===== config.mk =====
export PLATFORM = sky130hd
export DESIGN_NAME = regfile_multiport
export DESIGN_NICKNAME = d
export VERILOG_FILES = /design/src/rtl/regfile_pkg.sv /design/src/rtl/regfile_clr_fsm.sv /design/src/rtl/regfile_multiport.sv
export SDC_FILE = /design/constraint.sdc
export NUM_CORES = 1
export LEC_CHECK = 0
export CAP_MARGIN = 5
export CORE_MARGIN = 2
export CORE_UTILIZATION = 30
export DETAILED_ROUTE_END_ITERATION = 8
export GPL_TIMING_DRIVEN = 0
export HOLD_SLACK_MARGIN = 0.12
export PLACE_DENSITY = 0.44
export RECOVER_POWER = 25
export SLEW_MARGIN = 5
export SYNTH_ARGS = -nofsm -noshare
export SYNTH_HDL_FRONTEND = slang
export SYNTH_SLANG_ARGS = --single-unit

===== constraint.sdc =====
create_clock -name CLK -period 2.53 [get_ports CLK]
set_input_delay 0.253 -clock CLK [delete_from_list [all_inputs] [get_ports CLK]]
set_output_delay 0.253 -clock CLK [all_outputs]
set_load 0.01 [all_outputs]

===== src/rtl/regfile_pkg.sv =====
// Shared types and default sizing for the multi-port register file.
// Clear-sequencer state encoding lives here so the top and the FSM agree on it.
package regfile_pkg;

  localparam int DWIDTH_DEF = 32;
  localparam int AWIDTH_DEF = 5;
  localparam int NRD_DEF    = 2;

  typedef enum logic {
    IDLE  = 1'b0,
    CLEAR = 1'b1
  } clr_state_t;

endpackage


===== src/rtl/regfile_clr_fsm.sv =====
// Clear sequencer: walks every array address once, zeroing one entry per cycle.
// Reset lands in CLEAR so the array is always wiped after power-up.
module regfile_clr_fsm
  import regfile_pkg::*;
#(
  parameter int AWIDTH = AWIDTH_DEF
) (
  input  logic              clk,
  input  logic              rst_n,
  input  logic              clr,
  output logic              busy,
  output logic [AWIDTH-1:0] clr_addr,
  output logic              clr_stb
);

  localparam logic [AWIDTH-1:0] LAST_ADDR = '1;

  clr_state_t        state;
  logic [AWIDTH-1:0] cnt;

  // NOTE: sequential state uses non-blocking assignments so every flop samples pre-edge values.
  always_ff @(posedge clk or negedge rst_n) begin
    if (!rst_n) begin
      state <= CLEAR;
      cnt   <= '0;
    end else begin
      case (state)
        IDLE: begin
          if (clr) begin
            state <= CLEAR;
            cnt   <= '0;
          end
        end
        CLEAR: begin
          // clr is deliberately not looked at here: a running sweep is never restarted.
          cnt <= cnt + 1'b1;
          if (cnt == LAST_ADDR) state <= IDLE;
        end
      endcase
    end
  end

  assign busy     = (state == CLEAR);
  assign clr_stb  = (state == CLEAR);
  assign clr_addr = cnt;

endmodule


===== src/rtl/regfile_multiport.sv =====
// Multi-port register file: one byte-masked write port, NRD registered read ports.
// Define REGFILE_BYPASS_EN for write-first collisions; default build is read-first.
module regfile_multiport
  import regfile_pkg::*;
#(
  parameter int DWIDTH = DWIDTH_DEF,
  parameter int AWIDTH = AWIDTH_DEF,
  parameter int NRD    = NRD_DEF
) (
  input  logic                     CLK,
  input  logic                     RST_N,
  input  logic                     CLR,
  output logic                     BUSY,
  input  logic                     WE,
  input  logic [AWIDTH-1:0]        WA,
  input  logic [DWIDTH/8-1:0]      WBE,
  input  logic [DWIDTH-1:0]        DataIn,
  input  logic [NRD-1:0]           RE,
  input  logic [NRD*AWIDTH-1:0]    RA,
  output logic [NRD*DWIDTH-1:0]    DOUT,
  output logic [NRD-1:0]           DVALID
);

  localparam int DEPTH  = 2**AWIDTH;
  localparam int NBYTES = DWIDTH/8;

  logic [DWIDTH-1:0]            mem [DEPTH];
  logic [AWIDTH-1:0]            clr_addr;
  logic                         clr_stb;
  logic                         wr_en;
  logic [NRD-1:0][DWIDTH-1:0]   rd_word;
  logic [NRD-1:0][DWIDTH-1:0]   dout_q;

  regfile_clr_fsm #(.AWIDTH(AWIDTH)) u_clr_fsm (
    .clk      (CLK),
    .rst_n    (RST_N),
    .clr      (CLR),
    .busy     (BUSY),
    .clr_addr (clr_addr),
    .clr_stb  (clr_stb)
  );

  assign wr_en = WE && !BUSY;

  // NOTE: the array has no reset so it maps onto RAM; the clear sequencer zeroes it instead.
  always_ff @(posedge CLK) begin
    if (clr_stb) begin
      mem[clr_addr] <= '0;
    end else if (wr_en) begin
      for (int i = 0; i < NBYTES; i++) begin
        if (WBE[i]) mem[WA][i*8 +: 8] <= DataIn[i*8 +: 8];
      end
    end
  end

`ifdef REGFILE_BYPASS_EN
  logic [DWIDTH-1:0] wr_merged;

  always_comb begin
    wr_merged = mem[WA];
    for (int i = 0; i < NBYTES; i++) begin
      if (WBE[i]) wr_merged[i*8 +: 8] = DataIn[i*8 +: 8];
    end
  end
`endif

  // NOTE: every always_comb output gets a full default first so no latch can be inferred.
  always_comb begin
    for (int k = 0; k < NRD; k++) begin
      rd_word[k] = mem[RA[k*AWIDTH +: AWIDTH]];
`ifdef REGFILE_BYPASS_EN
      if (wr_en && (WA == RA[k*AWIDTH +: AWIDTH])) rd_word[k] = wr_merged;
`endif
    end
  end

  always_ff @(posedge CLK or negedge RST_N) begin
    if (!RST_N) begin
      dout_q <= '0;
      DVALID <= '0;
    end else begin
      for (int k = 0; k < NRD; k++) begin
        DVALID[k] <= RE[k] && !BUSY;
        if (RE[k] && !BUSY) dout_q[k] <= rd_word[k];
      end
    end
  end

  assign DOUT = dout_q;

endmodule


After elaboration in Yosys (flattened, before gate mapping)
Memories as Yosys holds them, arrays and structs flattened. A register that Yosys moved wholly into a read port is not among the register bits.
Cells that the tools add are included.
W data, S select, Z words.
{"block": "word_totals", "reg_bits": 8, "ram_bits": 1024, "in_bits": 57, "out_inout_bits": 67, "elab_cells": 41, "n_memories": 1}
{"block": "op_classes", "add_sub_neg": 1, "n_eq_ne": 2, "n_mux": 26, "bitwise": 1, "n_reduce_logical": 7}
{"name": "mem", "words": 32, "width": 32, "rd": 2, "rd_ports_with_merged_regs": 2, "wr": 1, "line": "regfile_multiport.sv:27", "text": "logic [DWIDTH-1:0] mem [DEPTH];"}
{"cell": "$mux W32", "count": 1}
{"cell": "$reduce_or A32 Y1", "count": 1}
{"cell": "$mux W1", "count": 20}
{"cell": "$mux W5", "count": 2}
{"cell": "$pmux W5 S2", "count": 1}
{"cell": "$add A5 B1 Y5 const B", "count": 1}
{"cell": "$eq A5 B5 Y1 const B", "count": 1}
{"cell": "$mux W4", "count": 1}
{"cell": "$logic_and A1 B1 Y1", "count": 3}
{"cell": "$logic_not A1 Y1", "count": 3}
{"cell": "$ne A2 B2 Y1 const B", "count": 1}
{"cell": "$pmux W1 S2", "count": 1}
{"cell": "$not A1 Y1", "count": 1}

Logic depth before layout (Yosys ltp)
{"block": "logic_depth", "depth_word": 7, "mapped_depth": 8, "depth_no_buf": 5}

Cells and area by module
From an unflattened synthesis, not the netlist that was laid out.
{"block": "unflattened", "hier_cells": 3494, "area_unflattened_um2": 52355.2}
{"module": "regfile_multiport", "instances": 1, "cells_each": 3471, "area_per_inst_um2": 52054.9}
{"module": "regfile_clr_fsm", "instances": 1, "cells_each": 23, "area_per_inst_um2": 300.3}

Least setup slack after synthesis
No wires, ideal clock.
{"block": "synth_timing", "path_type": "reg2reg", "from": "register u_clr_fsm.state, in the netlist u_clr_fsm.busy", "to": "memory mem[11][0] (netlist name), enable pin", "setup_ns": 0.370, "t_arrival_ns": 2.039, "t_required_ns": 2.160, "path_slack_ns": 0.121, "path_stages_with_launch": 8, "n_path_buf": 3, "cell_sequence": "dfstp_2 -> clkbuf_1 -> nor3b_2 -> buf_2 -> mux2i_1 -> nand2_1 -> buf_2 -> nor2_1"}
{"block": "synth_between", "elab_chain_len": 7, "word_cells_on_any_way": 19, "classes_between": "mux (16); reduce/logical (3)"}
{"item": "start, declared", "line": "regfile_clr_fsm.sv:18", "text": "clr_state_t state;"}
{"item": "start signal, assigned", "line": "regfile_clr_fsm.sv:24", "text": "state <= CLEAR;"}
{"item": "start signal, assigned", "line": "regfile_clr_fsm.sv:30", "text": "state <= CLEAR;"}
{"item": "start signal, assigned", "line": "regfile_clr_fsm.sv:37", "text": "if (cnt == LAST_ADDR) state <= IDLE;"}
{"item": "$logic_not A1 Y1", "line": "regfile_multiport.sv:43", "text": "assign wr_en = WE && !BUSY;"}
{"item": "$logic_and A1 B1 Y1", "line": "regfile_multiport.sv:43"}
{"item": "$mux W1", "line": "regfile_multiport.sv:49", "text": "end else if (wr_en) begin"}
{"item": "$mux W1", "line": "regfile_multiport.sv:47", "text": "if (clr_stb) begin"}
{"item": "$mux W1 (implied by the code)", "line": "regfile_multiport.sv:51", "text": "if (WBE[i]) mem[WA][i*8 +: 8] <= DataIn[i*8 +: 8];"}
{"item": "$reduce_or A32 Y1 (no line)"}
{"item": "$mux W5 (no line) / $mux W4 (equally long branches)"}
{"item": "end, declared", "line": "regfile_multiport.sv:27"}
Parallel ways exist; a longest one is shown, timed or not.

==> summary.md <==
| Metric | Value |
|---|---|
| FFs w/ async S/R, synth | `0.0657` |
| Final HPWL DP | `around 170,000 um` |
| Hold wc startpoint | `DataIn[24]` |
| Endpoint class of the critical path | `register` |
| CP arrival | `3300 ps` |
| Seq/Total Area, Yosys | `0.622` |
| DR vias | `roughly 37,000` |
| Failing checks | `max-slew violations, negative setup slack` |
| Wire per inst | `39.6 um` |
| Peak Freq | `between 300 and 400 MHz` |
| Period utilisation layout | `1.05` |
| Initial core utilization | `0.302` |
| Crit-path cells | `clkdlybuf4s50_1, and2_1, buf_2, clkbuf_1, a221oi_1, o22ai_1, o41ai_2` |
| Slew headroom | `-0.0133` |
| Power density cells | `877 mW/mm2` |
| Delay-heaviest family, CP | `buffers and inverters` |
| DIE HEIGHT | `between 400 and 500 um` |
| Total GRT Usage | `0.277` |
| Status | `finished with violations` |
| Multi-input logic area | `0.0194 mm2` |
| Cts bufs inserted | `around 130` |
| Die ar. | `between 0.15 and 0.2 mm2` |
| Clk buf depth | `3` |
| Yosys reg bits | `about 1,100` |
| Peak supply drop | `0.746 mV` |
| Top cell type's share of synthesized area | `0.588` |
| Worst-Skew Late Latency | `800 ps` |
| Syn_area_per_cell | `14.9 um2` |
| # rows | `between 150 and 200` |
| Worst path depth | `7` |
| Netlist cell types | `40` |
| Post-synthesis net count | `between 3,000 and 4,000` |
| CTS tree | `built` |
| DR vias/cell | `about 5.8` |
| DR pass1 iterations | `5` |
| Lkg Pwr | `24.2 nW` |
| Final Max Tran Viols | `34` |
| Worst reg2reg startpoint | `u_clr_fsm.busy` |
| Port Buffers | `121` |
| WHS | `295 ps` |
| Worst path max stage delay | `980 ps` |
| Ys flop type | `edfxtp_1` |
| Largest net degree at the start of global routing | `38` |
| CTS Sinks | `1,096` |
| Layout area overhead | `24.9%` |
| Crit path time final | `2650 ps` |
| Vias in the first global route | `about 36,000` |
| Root buffer cell | `clkbuf_16` |
| Required time of the critical path | `between 3000 and 4000 ps` |
| Beginning of the critical path | `RA[2]` |
| Crit path buf inv count | `3` |
| Crit path max fanout | `10` |
| Yosys top cell by area | `edfxtp_1` |
| Cell count after synthesis | `3,501` |
| First-pass GRT wire length | `approximately 330,000 um` |
| Synthesized area | `~0.052 mm2` |
| Routed Antenna Nets | `0` |
| Ranking of synthesized cells by area | `edfxtp_1, mux2i_1, a22oi_1` |
| Hold Path Class | `input pin to register` |
| Setup CP Type | `input pin to register` |
| Worst Hold Path Cells | `2` |
| Number of flops mapped to enable cells by yosys | `1,024` |
| Most frequent cells after synthesis | `mux2i_1, edfxtp_1, a22oi_1, clkbuf_1, nor2_1` |
| Initial antenna violation count | `10` |
| H-Tree Depth | `4` |
| DR DRC count | `0` |
| Clock Skew | `about 45 ps` |
| Worst Slack Setup Final | `-116 ps` |
| Fin. Hold Viols | `0` |
| Max-Cap Viols | `0` |
| Final setup vio count | `81` |
| CP max-delay cell | `clkbuf_1` |
| Layout fillers | `16,426` |
| Top-count cell post-synth | `mux2i_1` |
| I/O pin cnt | `~120` |
| Core area | `approximately 0.17 mm2` |
| Least-Margin Pin Slew | `roughly 1500 ps` |
| Starting DRT DRC Count | `approximately 4,200` |
| Worst-path clk slew | `approximately 60 ps` |
| Fin area | `roughly 0.065 mm2` |
| Register area | `between 0.03 and 0.04 mm2` |
| Ys Warns | `0` |
| Total power | `~57 mW` |
| Final #Nets | `about 4,000` |
| RePlAce Congestion | `0.872` |
| R2R depth | `9` |
| Placement Cell Area | `between 0.05 and 0.06 mm2` |
| Layout cells sized above 1 | `0.224` |
| Final wirelength | `253,000 um` |
| Overflow after GRT | `0` |
| CP Launch Type | `input pin` |
| Die width | `approximately 420 um` |
| RSZ-0062 raised after global routing | `true` |
## power by group
part,internal (mW),leakage [nW],switching [mW]
Combinational,5.78,11.8,9.09
Clock,10.6,2.02,7.97
Sequential,22.5,10.4,1.33
Total,38.9,24.2,18.4
## metal layers
layer | up-vias | GRT usage | part of all wire
li1 | 15158 | - | -
met1 | 19620 | 0.362 | 0.42
met2 | 1824 | 0.434 | 0.45
met3 | 488 | 0.0546 | 0.072
met4 | 2 | 0.143 | 0.059
met5 | - | 0 | 0.000032
## placed cells by master, fill, tap and decap left out, types with 8 or more instances in the layout
cell type        instances
buf_8                   48
a221oi_1               120
clkinv_2                21
o22ai_1                 64
clkdlybuf4s50_1        120
nor3_1                   8
a22o_1                 128
nand2_1                 71
nor2b_1                  9
a31oi_2                  8
buf_4                  116
clkbuf_16              139
buf_12                  90
and2_4                  33
a21oi_1                129
buf_6                   44
clkinv_1                18
clkbuf_4                27
o41ai_2                 64
a221oi_2                 8
mux2i_1               1025
dfrtp_1                 71
clkbuf_2                86
a22oi_1                256
nand2b_1                12
edfxtp_1              1024
clkbuf_8                10
nor2_4                 125
buf_2                   29
clkbuf_1                69
## through the flow
stage                     utilization   TNS, ps  cells  setup WS, ps
after floorplan                     -         0   3501           121
after global placement          0.325  -5241960   5947         -3810
after detailed placement        0.331  -3565860   5994         -2350
after CTS                       0.372      -824   6352         -83.9
after global routing            0.376     -4580   6396         -70.3
final                           0.377     -1450   6398          -116
## registers in the layout (all words and copies together) (netlist names)
signal,flops
mem,1024
DOUT,64
DVALID,2
u_clr_fsm.busy,1
u_clr_fsm.clr_addr,5
## repair_timing
item	CTS	global route
hold endpoints to repair	71	0
pin swaps	88	64
buffers inserted	112	40
resized for setup	430	101
hold buffers	3	0
endpoints found under the setup margin	2114	1072
cloned	7	3
## kinds of logic after synthesis
kind of cell | count (synthesis) | share of synthesized area
flops | 1096 | 0.622
simple gates | 292 | 0.0247
compound gates | 794 | 0.123
mux | 1028 | 0.197
fa+ha+maj | 2 | 0.000478
buf+inv | 289 | 0.0327
## final timing paths
path	to	slack, ps
worst max-delay path	DOUT[16]	-120
worst min-delay path	mem[7][24]	290
worst max register to register	mem[10][3]	-60
worst min register to register	DOUT[32]	480
max in group asynchronous	DOUT[20]	510
min in group asynchronous	DOUT[62]	1000
## layout make-up
type,count,share of cell area
sequential,1096,0.499
clock buffer,174,0.0550
inverter,2,0.000115
buffer,287,0.0314
antenna,3,0.000115
tap,2325,0.0445
clock inverter,62,0.00826
timing repair buffer,328,0.0646
multi-input combinational,2121,0.297
(Power assumes the default switching activity.)
